## config.mk

```make
export PLATFORM = sky130hd
export DESIGN_NAME = hazard_unit
export DESIGN_NICKNAME = d
export VERILOG_FILES = /design/src/rtl/hazard_unit_pkg.sv /design/src/rtl/hazard_shadow_reg.sv /design/src/rtl/hazard_unit.sv
export SDC_FILE = /design/constraint.sdc
export NUM_CORES = 1
export LEC_CHECK = 0
export ABC_AREA = 1
export BUFFER_PORTS_ARGS = -buffer_cell sky130_fd_sc_hd__clkbuf_2
export CORE_MARGIN = 2
export CORE_UTILIZATION = 30
export DETAILED_ROUTE_END_ITERATION = 6
export SYNTH_ARGS = -nofsm -noshare
export SYNTH_HDL_FRONTEND = slang
export SYNTH_SLANG_ARGS = --single-unit
```

## constraint.sdc

```tcl
create_clock -name clk -period 3 [get_ports clk]
set_input_delay 0.15 -clock clk [delete_from_list [all_inputs] [get_ports clk]]
set_output_delay 0.15 -clock clk [all_outputs]
set_load 0.01 [all_outputs]
```

## src/rtl/hazard_unit_pkg.sv

```systemverilog
// Shared CPU pipeline definitions: operand-forward encodings, the shadow-entry
// record tracked per stage, and the producer-match rule used by the hazard unit.
package hazard_unit_pkg;

  // Shadow entries carry register addresses at this width; narrower files are zero-extended.
  localparam int unsigned RD_W = 8;

  typedef enum logic [1:0] {
    FWD_NONE = 2'b00,
    FWD_WB   = 2'b01,
    FWD_MEM  = 2'b10
  } fwd_sel_e;

  typedef struct packed {
    logic            valid;
    logic [RD_W-1:0] rd;
    logic            regwen;
    logic            is_load;
  } shadow_t;

  localparam shadow_t SHADOW_BUBBLE = '{valid: 1'b0, rd: '0, regwen: 1'b0, is_load: 1'b0};

  // x0 is hard-wired zero, so an entry targeting it never supplies an operand.
  function automatic logic fwd_match(input shadow_t e, input logic [RD_W-1:0] src,
                                     input logic used);
    return used && e.valid && e.regwen && (e.rd != '0) && (e.rd == src);
  endfunction

  // The EX-shadow producer is younger than the MEM-shadow one, so it is checked first.
  function automatic fwd_sel_e fwd_pick(input shadow_t ex_e, input shadow_t mem_e,
                                        input logic [RD_W-1:0] src, input logic used);
    if (fwd_match(ex_e, src, used)) begin
      return FWD_MEM;
    end
    if (fwd_match(mem_e, src, used)) begin
      return FWD_WB;
    end
    return FWD_NONE;
  endfunction

endpackage

```

## src/rtl/hazard_shadow_reg.sv

```systemverilog
// One pipeline shadow entry: freezes on hold, otherwise loads the upstream entry
// or a bubble.
module hazard_shadow_reg
  import hazard_unit_pkg::*;
(
  input  logic    clk,
  input  logic    rst,
  input  logic    i_hold,
  input  logic    i_bubble,
  input  shadow_t i_d,
  output shadow_t o_q
);

  shadow_t r_q;

  // NOTE: state is updated with non-blocking assignments so every shadow samples
  // its upstream neighbour's pre-edge value; blocking here would collapse stages.
  always_ff @(posedge clk or posedge rst) begin
    if (rst) begin
      r_q <= SHADOW_BUBBLE;
    end else if (!i_hold) begin
      r_q <= i_bubble ? SHADOW_BUBBLE : i_d;
    end
  end

  assign o_q = r_q;

endmodule

```

## src/rtl/hazard_unit.sv

```systemverilog
// Pipeline hazard unit: tracks EX/MEM/WB destination shadows, registers ALU
// forward selects, detects load-use stalls and counts stall/flush events.
module hazard_unit
  import hazard_unit_pkg::*;
#(
  parameter int unsigned REG_AW = 5,
  parameter int unsigned CNT_W  = 32
) (
  input  logic              clk,
  input  logic              rst,
  input  logic [REG_AW-1:0] id_rs1,
  input  logic [REG_AW-1:0] id_rs2,
  input  logic              id_use_rs1,
  input  logic              id_use_rs2,
  input  logic [REG_AW-1:0] id_rd,
  input  logic              id_regwen,
  input  logic              id_is_load,
  input  logic              ex_flush,
  input  logic              ext_stall,
  output logic [1:0]        forwardA,
  output logic [1:0]        forwardB,
  output logic              stall_id,
  output logic              bubble_ex,
  output logic [CNT_W-1:0]  stall_cnt,
  output logic [CNT_W-1:0]  flush_cnt
);

  logic [RD_W-1:0] w_rs1;
  logic [RD_W-1:0] w_rs2;
  shadow_t         w_id_entry;
  shadow_t         w_ex;
  shadow_t         w_mem;
  shadow_t         w_wb;
  logic            w_load_use;
  logic            w_stall;
  logic            w_squash;
  fwd_sel_e        w_fwd_a;
  fwd_sel_e        w_fwd_b;
  logic            w_unused;

  fwd_sel_e         r_fwd_a;
  fwd_sel_e         r_fwd_b;
  logic [CNT_W-1:0] r_stall_cnt;
  logic [CNT_W-1:0] r_flush_cnt;

  assign w_rs1 = RD_W'(id_rs1);
  assign w_rs2 = RD_W'(id_rs2);

  // NOTE: every always_comb output gets a default first so no path leaves it
  // unassigned, which would otherwise infer a latch.
  always_comb begin
    w_id_entry         = SHADOW_BUBBLE;
    w_id_entry.valid   = 1'b1;
    w_id_entry.rd      = RD_W'(id_rd);
    w_id_entry.regwen  = id_regwen;
    w_id_entry.is_load = id_is_load;
  end

  always_comb begin
    w_load_use = 1'b0;
    if (w_ex.valid && w_ex.is_load) begin
      w_load_use = fwd_match(w_ex, w_rs1, id_use_rs1) || fwd_match(w_ex, w_rs2, id_use_rs2);
    end
  end

  // A taken branch or a memory-side freeze both override the load-use stall.
  assign w_stall  = w_load_use && !ex_flush && !ext_stall;
  assign w_squash = w_stall || ex_flush;

  assign w_fwd_a = fwd_pick(w_ex, w_mem, w_rs1, id_use_rs1);
  assign w_fwd_b = fwd_pick(w_ex, w_mem, w_rs2, id_use_rs2);

  hazard_shadow_reg u_ex_shadow (
    .clk      (clk),
    .rst      (rst),
    .i_hold   (ext_stall),
    .i_bubble (w_squash),
    .i_d      (w_id_entry),
    .o_q      (w_ex)
  );

  hazard_shadow_reg u_mem_shadow (
    .clk      (clk),
    .rst      (rst),
    .i_hold   (ext_stall),
    .i_bubble (1'b0),
    .i_d      (w_ex),
    .o_q      (w_mem)
  );

  hazard_shadow_reg u_wb_shadow (
    .clk      (clk),
    .rst      (rst),
    .i_hold   (ext_stall),
    .i_bubble (1'b0),
    .i_d      (w_mem),
    .o_q      (w_wb)
  );

  // The WB shadow is kept for pipeline bookkeeping; nothing forwards from it yet.
  assign w_unused = ^w_wb;

  always_ff @(posedge clk or posedge rst) begin
    if (rst) begin
      r_fwd_a <= FWD_NONE;
      r_fwd_b <= FWD_NONE;
    end else if (!ext_stall) begin
      r_fwd_a <= w_squash ? FWD_NONE : w_fwd_a;
      r_fwd_b <= w_squash ? FWD_NONE : w_fwd_b;
    end
  end

  always_ff @(posedge clk or posedge rst) begin
    if (rst) begin
      r_stall_cnt <= '0;
      r_flush_cnt <= '0;
    end else if (!ext_stall) begin
      if (w_stall) begin
        r_stall_cnt <= r_stall_cnt + CNT_W'(1);
      end
      if (ex_flush) begin
        r_flush_cnt <= r_flush_cnt + CNT_W'(1);
      end
    end
  end

  assign forwardA  = r_fwd_a;
  assign forwardB  = r_fwd_b;
  assign stall_id  = w_stall;
  assign bubble_ex = !w_ex.valid;
  assign stall_cnt = r_stall_cnt;
  assign flush_cnt = r_flush_cnt;

endmodule

```

==> results.py, run 1 <==
metrics = {
    "power_and_ir_drop": {
        "p_sw_share_pct": 25.3,
        "seq_power_share_pct": 45.3,
        "pwr-share-clk_pct": 44.3,
        "cell_internal_pwr_mw": 2.07,
        "irDropWorstVdd_mv": 0.271,
        "switching_power_uw": 700,
        "p_leak_nw": 2.93,
        "powerDensity_nw_per_um2": 488,
        "p_comb_share_pct": 10.4,
    },
    "cells_and_area": {
        "antenna_cells": 0,
        "stdcell_count": 883,
        "area_delta_synth_final_pct": 21.9,
        "drive_gt1_share_pct": 19.3,
        "nNetsFinal": 715,
        "fillers": 1604,
    },
    "route": {
        "vias": 4050,
        "via_per_inst": 4.59,
        "drc_errors": 0,
        "first_iter_violations": 205,
        "wire_per_inst_microns": 13.6,
        "firstDrtPassIters": 4,
        "drt-total-wl_microns": 12000,
        "ant_nets": 0,
    },
    "grt": {
        "grt_pass1_vias": 3948,
        "overflow": 0,
        "track_usage_pct": 15.3,
        "antenna_found_initial": 0,
        "grt_pass1_wl_microns": 19900,
        "grt_max_degree": 45,
    },
    "logic_synthesis": {
        "ys.flop_type": "dfrtp_1",
        "yosysUniqueCellTypes": 35,
        "synthTopCellsByArea": "dfrtp_1 (45%), nand2_1 (16%), xnor2_1 (7.1%)",
        "synth_top_area_share_pct": 44.6,
        "syn_nets": 615,
        "synthArstFlopShare_pct": 100,
        "ys_seq_elements": 83,
        "synthTopCellsByCount": "nand2_1 (204), dfrtp_1 (83), nor2_1 (55), inv_1 (52), xnor2_1 (38)",
        "syn_inst": 590,
        "ys_warn_count": 0,
        "synth_top_area_cell": "dfrtp_1",
        "yosysMostFrequentCell": "nand2_1",
        "synth_edf_count": 0,
        "ys_seq_area_share_pct": 44.6,
        "syn_area_sq_um": 4660,
        "syn_area_per_cell_sq_um": 7.90,
    },
    "clock_tree": {
        "cts_sinks": 83,
        "cts.clk_slew.worst_paths_ns": 0.06,
        "ctsResizeCount": 0,
        "cts_tree": "built",
        "cts_root_buffer": "clkbuf_16",
        "clkLatencyLatePin_ns": 0.35,
        "htreeDepth": 3,
        "max-clock-path-buffers": 2,
        "cts-buffers-inserted": 9,
    },
    "sta": {
        "worst_slew_pin_slew_ns": 0.795,
        "post-route-period-util_pct": 74.7,
        "tns_ns": 0,
        "fin_worst_skew_ns": 0.0103,
        "setup_viol": 0,
        "fmax_ghz": 0.446,
        "fin_crit_ns": 2.24,
        "finalMaxSlewViolations": 0,
        "rsz0062_at_grt": "no",
        "hold_viol": 0,
        "slew_headroom_pct": 46.9,
        "holdWs_ns": 0.0383,
    },
    "worst_setup_path": {
        "worstPathMaxFanout": 13,
        "critPathKind": "register to output port",
        "rr_startpoint": "u_ex_shadow.o_q[5]$_DFFE_PP0N_",
        "cp.required_ns": 2.85,
        "end_kind": "output port",
        "reg2reg_slack_ns": 1.04,
        "r2r-end": "stall_cnt[24]$_DFFE_PP0P_",
        "critPathArrivalTime_ns": 2.09,
        "critPathLaunchType": "register",
        "rr_worst_depth": 10,
    },
    "placed_design": {
        "numPortBuffers": 92,
        "gp_congestion": 0.879,
        "numPlacedInstances": 866,
        "dpl.hpwl_microns": 9070,
    },
    "run_status": {
        "status": "finished, final reports clean",
    },
    "die": {
        "dieHeight_microns": 129,
        "initial_core_util_pct": 30.6,
        "dieArea_sq_um": 16500,
        "ios": 93,
        "dieWidth_microns": 129,
        "row_count": 45,
        "core_sq_um": 15200,
    },
    "min_path": {
        "hold_end": "u_ex_shadow.o_q[6]$_DFFE_PP0N_",
        "hp-class": "primary input to register",
        "hold_depth": 3,
        "worstHoldStart": "id_rd[4]",
    },
    "run": {
        "maxCapViolations": 0,
    },
}
[worst max-delay path by stage]
stage / slack, ns / end / start / cells past startpoint
after floorplan: 0.71 / flush_cnt[0]$_DFFE_PP0P_ / rst / 1
after global placement: 1.03 / stall_cnt[14]$_DFFE_PP0P_ / ext_stall / 6
after detailed placement: 1.01 / stall_cnt[14]$_DFFE_PP0P_ / ext_stall / 6
after CTS: 0.75 / stall_id / u_ex_shadow.o_q[6]$_DFFE_PP0N_ / 7
after global routing: 0.59 / stall_id / u_ex_shadow.o_q[6]$_DFFE_PP0N_ / 7
final: 0.76 / stall_id / u_ex_shadow.o_q[6]$_DFFE_PP0N_ / 7
[cells by family (layout without fill, tap and decap cells)]
logic type	Yosys count	count (layout)	share of synthesized area (%)
and+or+nand+nor	361	361	35.2
DFF	83	83	44.6
xor gates and xnor gates	67	67	12.6
buffers and inverters	62	167	5.26
AOI/OAI and AO/OA	15	15	1.80
adders and majority gates	2	2	0.537
[power groups by stage]
stage	logic (mW)	registers [mW]	clock network, mW
after CTS	0.297	1.25	1.25
after detailed placement	0.295	1.27	0
final	0.289	1.25	1.23
after global routing	0.328	1.26	1.30
after floorplan	0.164	1.28	0
after global placement	0.295	1.27	0
[flip-flops by register name, summed over array words and instances, names as in the netlist]
name              cells
u_ex_shadow.o_q       8
flush_cnt            32
forwardA              2
forwardB              2
u_mem_shadow.o_q      7
stall_cnt            32
[per-layer routing]
layer / GRT usage [%] / vias up / wire length (microns)
met5: 0 / - / 0
met4: 4.92 / 0 / 148
met3: 4.70 / 13 / 657
met2: 24.1 / 84 / 5520
met1: 20.3 / 1891 / 5650
li1: - / 2062 / -
[repair_timing]
action / CTS / global route
hold endpoints to repair: 42 / 0
endpoints found under the setup margin: 0 / 0
buffers inserted: 0 / 0
hold buffers: 1 / 0
[worst max-delay path, stage by stage, from the launching register on]
cell	delay, ns
dfrtp_1	0.45
xnor2_1	0.33
and2_1	0.18
nand3_1	0.16
nand2_1	0.12
nand2_1	0.24
inv_1	0.12
clkbuf_2	0.14
[metrics by stage]
stage	total power [mW]	instance area (sq um)	setup WS, ns	utilization, %
after CTS	2.81	5680	0.751	37.3
after floorplan	1.44	4660	0.713	-
final	2.77	5680	0.758	37.3
after global placement	1.57	5340	1.03	35.1
after detailed placement	1.57	5340	1.01	35.1
after global routing	2.89	5680	0.586	37.3
[cell type report]
cell class | count | area, sq um | area share, %
Inverter | 56 | 214 | 3.77
Timing Repair Buffer | 95 | 485 | 8.55
Sequential cell | 83 | 2080 | 36.6
Clock buffer | 12 | 256 | 4.52
Clock inverter | 4 | 72.6 | 1.28
Multi-Input combinational cell | 445 | 2340 | 41.2
Tap cell | 188 | 235 | 4.14
[placed cells by master, fill, tap and decap left out, types with 2 or more instances in the layout]
master,n
clkbuf_16,9
nand4_1,19
nor3_2,3
ha_1,2
xor2_1,29
clkinv_2,2
nand3_1,36
nor2_4,5
dfrtp_1,83
clkbuf_8,2
o21ai_0,12
nor3_1,19
buf_4,2
nor2_1,55
nand2_1,204
nand3b_1,3
bufinv_16,2
and2_1,3
xnor2_1,38
nand3_2,2
inv_1,51
clkbuf_2,92
inv_2,2
nand2_2,3
(Power assumes the default switching activity.)
==> run 2: changes to the inputs <==
==> constraint.sdc (replaced) <==
create_clock -name clk -period 2 [get_ports clk]
set_input_delay 0.1 -clock clk [delete_from_list [all_inputs] [get_ports clk]]
set_output_delay 0.1 -clock clk [all_outputs]
set_load 0.01 [all_outputs]
==> results.py, run 2 (synthesis results as in run 1) <==
metrics = {
    "die": {
        "core_sq_um": 15200,
        "row_count": 45,
        "ios": 93,
        "dieArea_sq_um": 16500,
        "dieWidth_microns": 129,
        "dieHeight_microns": 129,
        "initial_core_util_pct": 30.6,
    },
    "worst_setup_path": {
        "reg2reg_slack_ns": 0.19,
        "cp.required_ns": 1.90,
        "critPathLaunchType": "register",
        "critPathKind": "register to output port",
        "critPathArrivalTime_ns": 1.76,
        "end_kind": "output port",
        "worstPathMaxFanout": 13,
    },
    "sta": {
        "fin_worst_skew_ns": 0.00638,
        "tns_ns": 0,
        "slew_headroom_pct": 67.7,
        "finalMaxSlewViolations": 0,
        "fin_crit_ns": 1.86,
        "fmax_ghz": 0.538,
        "setup_viol": 0,
        "post-route-period-util_pct": 93.0,
        "worst_slew_pin_slew_ns": 0.480,
        "hold_viol": 0,
        "holdWs_ns": 0.0169,
    },
    "cells_and_area": {
        "design_area_sq_um": 5810,
        "antenna_cells": 0,
        "drive_gt1_share_pct": 20.5,
        "nNetsFinal": 728,
        "final_common_cell": "nand2_1",
        "area_delta_synth_final_pct": 24.8,
        "stdcell_count": 895,
        "final_cell_mix": "nand2_1 (203), clkbuf_2 (92), dfrtp_1 (83)",
        "fillers": 1593,
    },
    "power_and_ir_drop": {
        "irDropWorstVdd_mv": 0.386,
        "powerDensity_nw_per_um2": 696,
        "p_total_mw": 4.05,
        "p_leak_nw": 3.01,
    },
    "clock_tree": {
        "clkLatencyLatePin_ns": 0.34,
        "cts.clk_slew.worst_paths_ns": 0.06,
        "cts_sinks": 83,
        "cts_root_buffer": "clkbuf_16",
        "max-clock-path-buffers": 2,
        "cts_tree": "built",
        "cts-buffers-inserted": 9,
        "htreeDepth": 3,
    },
    "grt": {
        "antenna_found_initial": 0,
        "grt_max_degree": 44,
        "overflow": 0,
        "track_usage_pct": 15.0,
        "grt_pass1_vias": 3850,
        "grt_pass1_wl_microns": 19500,
    },
    "route": {
        "firstDrtPassIters": 4,
        "first_iter_violations": 218,
        "via_per_inst": 4.57,
        "drc_errors": 0,
        "wire_per_inst_microns": 13.3,
        "ant_nets": 0,
        "drt-total-wl_microns": 11900,
        "vias": 4093,
    },
    "placed_design": {
        "dpl_cell_area_sq_um": 5410,
        "numPlacedInstances": 874,
        "gp_congestion": 0.883,
        "numPortBuffers": 92,
        "dpl.hpwl_microns": 9080,
    },
    "run": {
        "maxCapViolations": 0,
    },
    "min_path": {
        "hp-class": "primary input to register",
    },
    "run_status": {
        "status": "finished, final reports clean",
    },
}
==> run 2: cell count changes in the layout (fill, tap and decap cells not counted), sizes merged <==
cell | before | now
dlygate4sd3 | 1 | 5
buf | 2 | 11
clkbuf | 104 | 105
clkinv | 3 | 2
bufinv | 2 | 1
==> run 2: layer usage <==
layer  up-vias  GRT usage, %  share of wire (%)
li1       2089             -                  -
met1      1895          20.6                 49
met2        93          23.2                 45
met3        16          3.04                4.7
met4         0          6.27                1.7
met5         -             0                  0
==> run 2: worst max-delay path, cell delays in order, from the launching register on <==
cell	delay, ns
dfrtp_1	0.46
nor2_1	0.15
nand3_2	0.13
inv_1	0.11
nor2_1	0.06
nand3_1	0.09
nand2_1	0.09
nand2_4	0.14
inv_1	0.06
clkbuf_2	0.12
==> run 2: path summary, 6_finish.rpt <==
path,from,endpoint,cells past startpoint
max in group asynchronous,rst,flush_cnt[16]$_DFFE_PP0P_,4
max,u_ex_shadow.o_q[3]$_DFFE_PP0N_,stall_id,9
max reg2reg,u_ex_shadow.o_q[4]$_DFFE_PP0N_,stall_cnt[3]$_DFFE_PP0P_,8
min,id_rd[3],u_ex_shadow.o_q[5]$_DFFE_PP0N_,3
min reg2reg,forwardA[1]$_DFFE_PP0N_,forwardA[1]$_DFFE_PP0N_,2
min in group asynchronous,rst,flush_cnt[31]$_DFFE_PP0P_,3
==> run 2: layout make-up <==
class / count / area [sq um] / share of cell area [%]
Timing Repair Buffer: 108 / 618 / 10.6
Sequential cell: 83 / 2080 / 35.7
Clock inverter: 2 / 35.0 / 0.603
Clock buffer: 13 / 260 / 4.48
Tap cell: 188 / 235 / 4.05
Inverter: 56 / 216 / 3.72
Multi-Input combinational cell: 445 / 2370 / 40.8
==> run 2: stage by stage <==
stage / util, % / setup WS (ns)
2_1_floorplan: - / 0.384
3_3_place_gp: 35.6 / 0.155
3_5_place_dp: 35.6 / 0.144
4_1_cts: 37.9 / 0.111
5_1_grt: 38.2 / -0.0139
6_report: 38.2 / 0.140
==> run 2: timing repair <==
item | 4_1_cts | 5_1_grt
buffers inserted | 0 | 1
hold endpoints to repair | 21 | 0
hold buffers | 5 | 0
pin swaps | 0 | 1
resized for setup | 1 | 6
endpoints found under the setup margin | 1 | 27
==> run 2: report_power, final <==
| group | internal [mW] | switching, mW |
|---|---|---|
| Sequential | 1.77 | 0.115 |
| Clock | 1.03 | 0.688 |
| Combinational | 0.188 | 0.260 |
